<file path="src/rtl/fib_controller.sv">
// Fibonacci sequencer driving a small external register file: entries 0/1 hold
// F(j)/F(j+1), entry 2 receives the sum, and two moves shift the window up.
module fib_controller #(
  parameter int REGF_WIDTH = 8
) (
  input  logic                  clk,
  input  logic                  reset,
  input  logic                  start,
  input  logic [7:0]            n_terms,
  output logic [4:0]            RS,
  output logic [4:0]            RT,
  input  logic [15:0]           out1,
  input  logic [15:0]           out2,
  output logic [1:0]            RD,
  output logic [REGF_WIDTH-1:0] Data_in,
  output logic                  enW,
  output logic                  busy,
  output logic                  done,
  output logic [REGF_WIDTH-1:0] result,
  output logic                  overflow,
  output logic [2:0]            dbg_state
);

  typedef enum logic [2:0] {
    IDLE  = 3'd0,
    INIT0 = 3'd1,
    INIT1 = 3'd2,
    ADD   = 3'd3,
    MOV0  = 3'd4,
    MOV1  = 3'd5,
    DONE  = 3'd6
  } state_t;

  state_t                state_q, state_d;
  logic [7:0]            n_q, n_d;
  logic [7:0]            cnt_q, cnt_d;
  logic [REGF_WIDTH-1:0] result_q, result_d;
  logic                  ovf_q, ovf_d;

  logic [1:0]            rs_sel, rt_sel;
  logic [REGF_WIDTH:0]   sum;

  always_ff @(posedge clk or negedge reset) begin
    if (!reset) begin
      state_q  <= IDLE;
      n_q      <= '0;
      cnt_q    <= '0;
      result_q <= '0;
      ovf_q    <= 1'b0;
    end else begin
      state_q  <= state_d;
      n_q      <= n_d;
      cnt_q    <= cnt_d;
      result_q <= result_d;
      ovf_q    <= ovf_d;
    end
  end

  always_comb begin
    state_d  = state_q;
    n_d      = n_q;
    cnt_d    = cnt_q;
    result_d = result_q;
    ovf_d    = ovf_q;
    rs_sel   = 2'd0;
    rt_sel   = 2'd0;
    RD       = 2'd0;
    Data_in  = '0;
    enW      = 1'b0;
    done     = 1'b0;
    // Extra top bit captures the carry used for the sticky overflow flag.
    sum      = {1'b0, out1[REGF_WIDTH-1:0]} + {1'b0, out2[REGF_WIDTH-1:0]};

    case (state_q)
      IDLE: begin
        if (start) begin
          n_d      = n_terms;
          result_d = '0;
          ovf_d    = 1'b0;
          state_d  = INIT0;
        end
      end
      INIT0: begin
        RD      = 2'd0;
        Data_in = '0;
        enW     = 1'b1;
        state_d = INIT1;
      end
      INIT1: begin
        RD      = 2'd1;
        Data_in = REGF_WIDTH'(1);
        enW     = 1'b1;
        cnt_d   = (n_q == 8'd0) ? 8'd0 : n_q - 8'd1;
        if (cnt_d != 8'd0) begin
          state_d = ADD;
        end else begin
          result_d = (n_q == 8'd0) ? '0 : REGF_WIDTH'(1);
          state_d  = DONE;
        end
      end
      ADD: begin
        rs_sel  = 2'd0;
        rt_sel  = 2'd1;
        RD      = 2'd2;
        Data_in = sum[REGF_WIDTH-1:0];
        enW     = 1'b1;
        if (sum[REGF_WIDTH]) ovf_d = 1'b1;
        state_d = MOV0;
      end
      MOV0: begin
        rs_sel  = 2'd1;
        RD      = 2'd0;
        Data_in = out1[REGF_WIDTH-1:0];
        enW     = 1'b1;
        state_d = MOV1;
      end
      MOV1: begin
        rs_sel  = 2'd2;
        RD      = 2'd1;
        Data_in = out1[REGF_WIDTH-1:0];
        enW     = 1'b1;
        cnt_d   = cnt_q - 8'd1;
        if (cnt_d != 8'd0) begin
          state_d = ADD;
        end else begin
          result_d = out1[REGF_WIDTH-1:0];
          state_d  = DONE;
        end
      end
      DONE: begin
        done    = 1'b1;
        state_d = IDLE;
      end
      default: state_d = IDLE;
    endcase
  end

  assign RS        = {3'b000, rs_sel};
  assign RT        = {3'b000, rt_sel};
  assign busy      = (state_q == INIT0) || (state_q == INIT1) || (state_q == ADD) ||
                     (state_q == MOV0)  || (state_q == MOV1);
  assign result    = result_q;
  assign overflow  = ovf_q;
  assign dbg_state = state_q;

endmodule

</file>
<file path="config.mk">
export PLATFORM = sky130hd
export DESIGN_NAME = fib_controller
export DESIGN_NICKNAME = d
export VERILOG_FILES = /design/src/rtl/fib_controller.sv
export SDC_FILE = /design/constraint.sdc
export NUM_CORES = 1
export LEC_CHECK = 0
export ABC_AREA = 1
export CAP_MARGIN = 25
export CELL_PAD_IN_SITES_DETAIL_PLACEMENT = 1
export CELL_PAD_IN_SITES_GLOBAL_PLACEMENT = 1
export CORE_MARGIN = 2
export CORE_UTILIZATION = 25
export CTS_BUF_LIST = sky130_fd_sc_hd__clkbuf_4 sky130_fd_sc_hd__clkbuf_8
export DETAILED_ROUTE_END_ITERATION = 7
export PLACE_DENSITY_LB_ADDON = 0.1
export SYNTH_ARGS = -nofsm -noshare
export SYNTH_HDL_FRONTEND = slang
export SYNTH_SLANG_ARGS = --single-unit
</file>
<file path="constraint.sdc">
create_clock -name clk -period 2.5 [get_ports clk]
set_input_delay 0.375 -clock clk [delete_from_list [all_inputs] [get_ports clk]]
set_output_delay 0.375 -clock clk [all_outputs]
set_load 0.05 [all_outputs]
</file>
======== Word-level counts from Yosys, hierarchy flattened ========
Cells that the tools add are included.
storage, ports and cells
  bits of input ports ..................... 43
  word-level logic and storage cells ...... 55
  register bits ........................... 28
cells by class
  reductions and logical operators ........ 17
  mux-type cells .......................... 20
  equality and inequality tests ........... 10
  $add $sub $neg .......................... 3
operators with widths
  cell                   number
  $pmux W8 S3            2
  $mux W8                4
  $pmux W3 S6            1
  $pmux W8 S2            1
  $reduce_bool A8 Y1     2
  $sub A8 B1 Y8 const B  2
  $add A8 B8 Y9          1
  $eq A3 B3 Y1 const B   3
  $mux W3                3
  $logic_not A8 Y1       1
  $ne A2 B2 Y1 const B   4
  $pmux W2 S2            2
  $eq A3 B2 Y1 const B   2
  $mux W1                6
  $reduce_or A5 Y1       1
  $logic_or A1 B1 Y1     4
  $reduce_and A4 Y1      1
  $reduce_bool A2 Y1     2
  $reduce_or A2 Y1       2
  $eq A3 B1 Y1 const B   1
  $logic_not A3 Y1       1
  $reduce_and A3 Y1      1
  $reduce_bool A3 Y1     1
  $pmux W1 S2            1
  $reduce_and A2 Y1      1

======== Longest topological paths before layout ========
  depth after elaboration ................. 5
  depth in mapped cells ................... 15

======== Worst setup path before layout ========
Ideal clock, no wire load.
  path kind ............................... flip-flop to output port
  start ................................... register state_q[2], in the netlist dbg_state[2]
  end ..................................... output Data_in[0]
  cell stages (with the launch flop) ...... 8
  path slack .............................. -0.899 ns
  data arrival time ....................... 3.024 ns
  data required time ...................... 2.125 ns
  cells stage by stage .................... dfrtp_1 > buf_4 > inv_1 > nor2_1 > inv_1 > nand2_1 > inv_1 > o21ai_0
on the way
  longest elaborated chain between the ends .. 3
  elaborated cells between the ends (all ways) .. 6
RTL lines
  element                     line  source
  from (decl)                 34    state_t state_q, state_d;
  from (signal assigned)      51    state_q <= state_d;
  $eq A3 B3 Y1                74    case (state_q)
  $reduce_or A2 Y1 (no line)  -
  $pmux W8 S3 (*)             74
  to (decl)                   15    output logic [REGF_WIDTH-1:0] Data_in,
Mark *: on every way between the ends. The rest lies on a longest branch, timed or not.

======== Worst setup path in the final report ========
  start ................................... register state_q[0], in the netlist dbg_state[0]
  end ..................................... output Data_in[3]
Same word-level chain as after synthesis.

==> run_results.csv <==
group,metric,value,unit
status,outcome,"complete, no violations",
grt,grt_overflow,0,
route,dr.pass1.iters,4,
clocking,h-tree-depth,1,
yosys,ys_seq_area_share,32.0,%
route,wl,6910,um
timing,fin_crit,2.43,ns
power_and_ir_drop,leakagePower,1.53,nW
timing,fmax,0.412,GHz
worst_setup_path,crit_path_max_incr_delay,0.52,ns
placed_design,io_buffers,54,
finish,final_cell_mix,"nand2_1 (74), inv_1 (37), clkdlybuf4s50_1 (30)",
grt,antenna_found_initial,0,
yosys,ys_warn_count,0,
yosys,synth_area,2190,um2
timing,slew_viol_final,0,
job,maxCapViolations,0,
clocking,clk_latency,0.28,ns
yosys,synth-seq-cells,28,
timing,slew_headroom,64.6,%
finish,antenna_cells,0,
floorplanning,pin_count,78,
clocking,clockBufferDepth,2,
worst_setup_path,critPathKind,"reg -> out",
worst_setup_path,cp_max_fo,8,
route,drc,0,
min_path,hp-class,"in -> async",
floorplanning,die_w,97.6,um
finish,drive_above_1_share,24.9,%
floorplanning,start_util,25.5,%
power_and_ir_drop,powerDensity,1240,nW/um2
timing,rsz0062_at_grt,"yes",
finish,fillers,1055,
yosys,avgSynthCellArea,7.02,um2
grt,busiest_layer,"met2",
worst_setup_path,slowest_stage,"dfrtp_1",
route,first_iter_violations,50,
finish,area_growth,47.3,%
clocking,cts.clk_slew.worst_paths,0.11,ns
worst_setup_path,crit_arrival,2.05,ns
yosys,ys_types,35,
clocking,holdBufCountCts,0,
grt,grtUsageMet1,21.4,%
clocking,cts_root_buf,"clkbuf_8",
route,routed-via-count,2201,
clocking,cts_num_sinks,28,
placed_design,place_congestion,0.815,
grt,met3_usage,2.37,%
floorplanning,core_area,8590,um2
route,viasPerCell,4.50,
clocking,cts_tree,"done",
placed_design,place_hpwl,5500,um
timing,finalClockSkew,0.00410,ns
clocking,cts_buffers,3,
floorplanning,row_count,34,
yosys,synth_edf_count,0,
grt,grt_util_met2,24.1,%
timing,report.final.setup_viol,0,
timing,final_hold_viol_count,0,
yosys,synth_top_flop_cell,"dfrtp_1",
finish,fin_nets,437,
worst_setup_path,crit_chain,"nor2_1 -> inv_1 -> nor2_2 -> inv_1 -> nand2_1 -> clkinvlp_4 -> buf_12 -> o22ai_2 -> buf_12",
grt,grt_max_degree,29,
timing,period_share,97.1,%
grt,grt_pass1_wl,11600,um
worst_setup_path,cp.required,2.12,ns
worst_setup_path,end_kind,"output pin",
floorplanning,die_h,97.6,um
power_and_ir_drop,ir_worst_vdd,0.593,mV
route,antenna_left,0,
floorplanning,die_area,9520,um2
finish,final_common_cell,"nand2_1",
route,wire_per_inst,14.1,um
placed_design,dp_slack,-0.329,ns
yosys,postSynthCellCount,312,
timing,worst_pin_slew,0.530,ns
grt,grt_use_total,15.0,%
worst_setup_path,startpoint_type,"flop",
yosys,synthArstFlopShare,100,%
timing,setup_slack,0.0721,ns
timing,tns,0,ns
grt,grt_pass1_vias,2262,
==> sequential cells by signal (all words and copies together), names as in the netlist <==
name and count:
dbg_state 3, n_q 8, result 8, overflow 1, cnt_q 8
==> kinds of logic (layout without fill, tap and decap cells) <==
kind of cell    Yosys count  in the layout  synth area share [%]
simple gates            154            154                  32.7
buf+inv                  59            122                  12.0
compound gates           57             57                  15.5
flops                    28             28                  32.0
fa+ha+maj                12             12                  7.20
other cells               1              7                 0.171
xor+xnor                  1              1                 0.400
==> cell type report <==
class / instances / area, um2 / area share [%]
Clock buffer: 4 / 55.1 / 1.71
Inverter: 45 / 173 / 5.36
Multi-Input combinational cell: 231 / 1390 / 43.0
Sequential cell: 28 / 701 / 21.7
Tap cell: 108 / 135 / 4.19
Timing Repair Buffer: 73 / 776 / 24.1
==> power by group <==
part	internal, W	switching [W]
clock network	0.000142	0.000161
logic	0.00102	0.00186
registers	0.000640	0.000190
total	0.00180	0.00221
==> synthesized netlist by cell type, types with 2 or more instances <==
cell type | n | area share, %
o211ai_1 | 2 | 0.69
nand3_2 | 3 | 1.4
o22ai_1 | 4 | 1.1
nand2_1 | 79 | 14
nand2_4 | 2 | 1.0
inv_2 | 4 | 0.69
o221ai_1 | 3 | 1.2
nor2_4 | 3 | 1.5
buf_2 | 3 | 0.69
nor2_1 | 26 | 4.5
nor2_2 | 5 | 1.4
nand3_1 | 25 | 5.7
nand4_1 | 3 | 0.86
buf_4 | 10 | 3.4
a21oi_1 | 15 | 3.4
o21ai_0 | 24 | 5.5
inv_1 | 41 | 7.0
ha_1 | 11 | 6.3
nand2_2 | 3 | 0.86
o21bai_1 | 3 | 1.0
dfrtp_1 | 28 | 32
nor3_1 | 2 | 0.46
==> what timing repair did <==
action | 4_1_cts | 5_1_grt
buffers inserted | 1 | 3
pin swaps | 12 | 14
gates resized for setup | 21 | 18
endpoints found under the setup margin | 5 | 6
==> worst max-delay path: cells and delay by family (launching register included) <==
family          cells  cell delay (ns)
buf+inv             5             0.61
flops               1             0.52
compound gates      1             0.21
simple gates        3             0.43
==> stage by stage <==
stage	utilization, %	std cells	area [um2]	total power [W]	hold slack (ns)
3_5_place_dp	35.1	481	3020	0.00366	0.462
4_1_cts	36.3	486	3120	0.00400	0.478
2_1_floorplan	-	318	2250	0.00270	0.0794
6_report	37.5	489	3220	0.00401	0.458
3_3_place_gp	35.1	481	3020	0.00363	0.458
5_1_grt	37.5	489	3220	0.00437	0.489
==> path summary, 6_finish.rpt <==
path / from / to / slack, ns / depth (start not counted)
setup / recovery: dbg_state[0] / Data_in[3] / 0.07 / 9
hold / removal: reset / n_q[6] / 0.46 / 2
setup reg to reg: n_q[0] / result[0] / 0.37 / 13
hold reg to reg: result[6] / result[6] / 0.48 / 2
max in group asynchronous: reset / result[2] / 1.75 / 2
min in group clk: result[6] / result[6] / 0.48 / 2
==> layer usage <==
layer  up-vias  part of all wire (%)
met5         -                     0
met4         0                  0.64
met3         2                   3.5
met2        37                    45
met1      1025                    51
li1       1137                     -
(Power assumes the default switching activity.)
==> patch 1 (same settings) <==
`REGF_WIDTH`: 8 -> 6.
--- a/src/rtl/fib_controller.sv
+++ b/src/rtl/fib_controller.sv
@@ -1,7 +1,7 @@
 // Fibonacci sequencer driving a small external register file: entries 0/1 hold
 // F(j)/F(j+1), entry 2 receives the sum, and two moves shift the window up.
 module fib_controller #(
-  parameter int REGF_WIDTH = 8
+  parameter int REGF_WIDTH = 6
 ) (
   input  logic                  clk,
   input  logic                  reset,
Interface: changed (resized Data_in and result); port bits go from 78 to 74. The function was not compared with the original's and may differ.
==> patch 1 against the original RTL <==
Total power shrank 11%; area after synthesis shrank 9.0%; sequential cell count shrank 2; highest routed layer unchanged; final area shrank 16%; routed wire length shrank 21%; core utilization shrank 2.6 points; largest power group unchanged; sequential share of layout area grew 2.4 points; worst setup slack gained 0.018 ns; first-iteration DRC count grew 36%; register-to-register slack gained 0.11 ns.
==> patch 1: results (changes against the original RTL) <==
Clocking
  – Worst-path clk slew: 0.09 ns (-0.02 ns)
  – H-Tree Depth: 1 (unchanged)
  – Clock Latency Late Sink: 0.27 ns
  – Post-CTS setup buffers: 0 (-1)

Yosys
  – Synth cell count leaders: 68 x nand2_1, 36 x inv_1, 26 x dfrtp_1, 22 x nor2_1, 21 x o21ai_0
  – Share of the yosys chip area belonging to registers: 32.6% (+0.64 points)
  – Cell variety after synth: 31 (-11%)
  – Mux contribution to synthesized area: 0% (unchanged)
  – Top post-synthesis cells by area: dfrtp_1 33%, nand2_1 13%, inv_1 6.8%, ha_1 5.6%, o21ai_0 5.3%
  – Post-Synth XOR/XNOR Area: 0.439% (+0.039 points)
  – Area share of fa/ha/maj cells after synthesis: 6.65% (-0.55 points)
  – Compound-cell area share of the yosys netlist: 15.6% (+0.15 points)
  – Post-Syn Instances: 274 (-12%)

Power
  – Switching power total: 1990 uW (-9.9%)
  – Flop+latch power: 766 uW (-7.8%)
  – Combinational share of power: 71.8% (about the same)
  – LEAKAGE: 0.00130 uW (-15%)
  – Internal power: 1590 uW (-12%)
  – Worst vdd ir: 0.000625 V (+5.3%)

Critical path
  – Max incr delay on CP: 0.50 ns (-0.02 ns)
  – Worst Path Max Fanout: 4 (-4)
  – CP max-delay cell: clkdlybuf4s50_1
  – Most used cell along the critical path: nand2_1

Outcome
  – Status: finished, final reports clean

Global routing
  – First-pass GRT wire length: 9.11 mm (-21%)
  – Pin count of the biggest net entering global routing: 27 (-6.9%)
  – Total global-route track usage: 13.0% (-2.0 points)

Drt
  – 1st-iter DRT viols: 68 (+36%)
  – Total number of vias: 1876 (-15%)
  – Final wirelength: 5.46 mm (-21%)
  – Wire length per cell: 12.9 um (-9.1%)

Cells and area
  – Nets: 378 (-14%)
  – Layout cells sized above 1: 17.3% (-7.6 points)
  – Fill cells: 966 (-8.4%)

Placement
  – Placed inst area: 0.00260 sq mm (-14%)
  – Place WS: -0.280 ns (+0.0487 ns)
  – GPL Wtd Cong: 0.739 (-9.3%)
  – Buffers on Ports: 46 (-15%)
  – Detailed Place HPWL: 4.44 mm (-19%)
  – Post-placement cell count: 422 (-12%)

STA
  – Clock Skews: 0.00333 ns (-0.000767 ns)
  – Max-slew headroom: 64.7% (+0.15 points)

Floorplanning
  – Initial Util: 25.8% (+0.31 points)
## patch 1: changes by cell type after synthesis, moves of 3 or more
cell / before / now
nand2_1: 79 / 68
a21oi_1: 15 / 6
nand3_1: 25 / 17
inv_1: 41 / 36
nor2_1: 26 / 22
buf_2: 3 / 0
nand2_2: 3 / 6
nor2_4: 3 / 6
o211ai_1: 2 / 5
o21ai_0: 24 / 21
## patch 1: repair_timing
| action | 4_1_cts | 5_1_grt |
|---|---|---|
| resized for setup | 11 | 4 |
| endpoints found under the setup margin | 2 | 3 |
| cloned | 0 | 0 |
| pin swaps | 6 | 1 |
## patch 1: final timing paths
kind	slack [ns]	to	start	cells after the start
hold reg to reg	0.48	result[2]	result[2]	2
min in group clk	0.48	result[2]	result[2]	2
setup / recovery	0.09	Data_in[5]	out2[2]	10
max in group asynchronous	1.76	result[3]	reset	2
hold / removal	0.47	cnt_q[6]	reset	2
setup reg to reg	0.48	result[3]	cnt_q[0]	13
## patch 1: cell families after synthesis
family | after synthesis
fa+ha+maj | 10
xor+xnor | 1
buf+inv | 52
flops | 26
other cells | 1
simple gates | 134
compound gates | 50
## patch 1: cell type report
cell class | instances | area, sq um | area share [%]
inverters | 41 | 154 | 5.70
clock buffers | 3 | 41.3 | 1.53
repair buffers | 51 | 557 | 20.6
multi-input cells | 202 | 1170 | 43.3
flip-flops and latches | 26 | 651 | 24.1
well taps | 102 | 128 | 4.73
## patch 1: layer usage
layer | share of wire (%) | GRT usage (%) | up-vias
met4 | 0.33 | 1.47 | 0
met2 | 47 | 21.6 | 34
li1 | - | - | 970
met5 | 0 | 0 | -
met1 | 49 | 18.1 | 870
met3 | 3.5 | 2.42 | 2
==> patch 2 (same flow settings) <==
Made on the original files. Put a register stage on the outputs `RS`, `RT` and `busy`, without a reset. The values now appear one clock later. The other outputs are not delayed to match.
--- a/src/rtl/fib_controller.sv
+++ b/src/rtl/fib_controller.sv
@@ -135,10 +135,11 @@
     endcase
   end
 
-  assign RS        = {3'b000, rs_sel};
-  assign RT        = {3'b000, rt_sel};
-  assign busy      = (state_q == INIT0) || (state_q == INIT1) || (state_q == ADD) ||
-                     (state_q == MOV0)  || (state_q == MOV1);
+  always_ff @(posedge clk) begin
+    RS   <= {3'b000, rs_sel};
+    RT   <= {3'b000, rt_sel};
+    busy <= (state_q == INIT0) || (state_q == INIT1) || (state_q == ADD) || (state_q == MOV0)  || (state_q == MOV1);
+  end
   assign result    = result_q;
   assign overflow  = ovf_q;
   assign dbg_state = state_q;
Check against the original RTL: not equivalent (a bounded check fails within 4 cycles, from zero or initial values and one cycle with reset low).
==> patch 2 against the original RTL <==
Sequential cell count is 4 higher; global-route usage is 0.69 points higher; area after synthesis is 6.5% higher; cell count is 2.5% higher; non-clock buffer count stayed put; total power is 7.3% higher; routed wire length is 3.2% higher; final area is 5.2% higher; worst setup slack better by 0.040 ns; critical path type is now in -> out; largest power group unchanged.
==> patch 2: results (changes against the original RTL) <==
Outcome
  – Status: finished, final reports clean

Critical path
  – Critical path's top delay family: adder cells
  – Worst Path Arrival: 2.01 ns (-0.04 ns)
  – CP max-delay cell: fa_2
  – Worst Path Max Fanout: 2 (-6)
  – Max incr delay on CP: 0.39 ns (-0.13 ns)

Clocking
  – Clock Latency Late Sink: a little under 0.3 ns
  – H-Tree Depth: 2 (+1)
  – Root buf cell: clkbuf_8
  – Worst-path clk slew: 0.07 ns (-0.04 ns)
  – Num CTS Buffers: 5 (+2)

Yosys
  – Top post-synthesis cells by area: dfrtp_1 30%, nand2_1 11%, ha_1 5.9%, o21ai_0 5.4%, inv_1 4.8%
  – Synth cell count leaders: 71 x nand2_1, 30 x inv_1, 28 x dfrtp_1, 25 x o21ai_0, 21 x nand3_1
  – Cell variety after synth: 38 (+8.6%)
  – Synthesized area per cell: 7.42 sq um (+5.8%)
  – Asr flop ratio synth: 87.5% (-13 points)
  – Share of the yosys chip area belonging to registers: 33.5% (+1.5 points)

Power
  – LEAKAGE: 0.00160 uW (+4.6%)
  – Worst vdd ir: 0.000700 V (+18%)

Cells and area
  – ANT cells: 0 (unchanged)
  – Nets: 444 (+1.6%)
  – Layout cells sized above 1: 26.9% (+2.0 points)

STA
  – Clock Skews: 0.00899 ns (+0.00489 ns)
  – Worst Tran Pin Value: 0.523 ns (-0.00656 ns)

Global routing
  – Total global-route track usage: 15.6% (+0.69 points)
  – Vias in the first global route: 2440 (+7.9%)
  – First-pass GRT wire length: 12.3 mm (+6.1%)

Drt
  – Wire length per cell: 14.2 um (+0.74%)
  – Total number of vias: 2258 (+2.6%)
  – 1st-iter DRT viols: 40 (-20%)
  – Final wirelength: 7.13 mm (+3.2%)

Placement
  – Detailed Place HPWL: 5.65 mm (+2.7%)
  – GPL Wtd Cong: 0.858 (+5.3%)
  – Post-placement cell count: 488 (+1.5%)
[patch 2: power breakdown]
| part | total [uW] | switching (uW) | internal [uW] |
|---|---|---|---|
| Clock | 524 | 217 | 307 |
| Sequential | 928 | 200 | 728 |
| Combinational | 2850 | 1850 | 1000 |
| Total | 4300 | 2270 | 2040 |
[patch 2: path summary, 6_finish.rpt]
path | start | end | slack [ns] | depth (start not counted)
setup / recovery | out2[0] | Data_in[6] | 0.11 | 13
hold / removal | reset | n_q[6] | 0.47 | 2
setup reg to reg | cnt_q[0] | result[7] | 0.47 | 12
hold reg to reg | result[2] | result[2] | 0.48 | 2
max in group asynchronous | reset | cnt_q[3] | 1.74 | 2
min in group clk | result[2] | result[2] | 0.48 | 2
[patch 2: cell families (layout without fill, tap and decap cells)]
kind of cell / count (synthesis) / in the layout / share of synthesized area, %
compound gates: 60 / 60 / 14.8
xor+xnor: 1 / 1 / 0.376
fa+ha+maj: 12 / 12 / 6.76
buf+inv: 57 / 127 / 10.8
flops: 32 / 32 / 33.5
other cells: 1 / 7 / 0.161
simple gates: 151 / 151 / 33.6
[patch 2: layer usage]
| metal | global-route usage [%] | vias to the layer above | wire length (um) |
|---|---|---|---|
| met4 | 4.11 | 0 | 88 |
| met2 | 24.0 | 38 | 3140 |
| met3 | 2.70 | 6 | 203 |
| met5 | 0 | - | 0 |
| met1 | 22.7 | 1050 | 3700 |
| li1 | - | 1164 | - |
[patch 2: what timing repair did]
item / CTS / global route
setup buffers: 3 / 2
pin swaps: 11 / 16
setup endpoints to repair: 6 / 4
hold buffers: 0 / 0
resized for setup: 24 / 14
[patch 2: cell type report]
cell class                 count  area (sq um)
inverter                      46           175
tap                          111           139
timing repair buffer          73           764
clock buffer                   6          76.3
multi-input combinational    231          1420
fill                        1105          5760
clock inverter                 2          35.0
sequential                    32           781
[patch 2: metrics by stage]
step	area, sq um	power [uW]	setup slack (ns)
3_3_place_gp	3160	3760	-0.457
4_1_cts	3320	4360	0.0194
3_5_place_dp	3160	3790	-0.489
2_1_floorplan	2370	2840	-0.196
6_report	3390	4300	0.112
5_1_grt	3390	4680	-0.0110
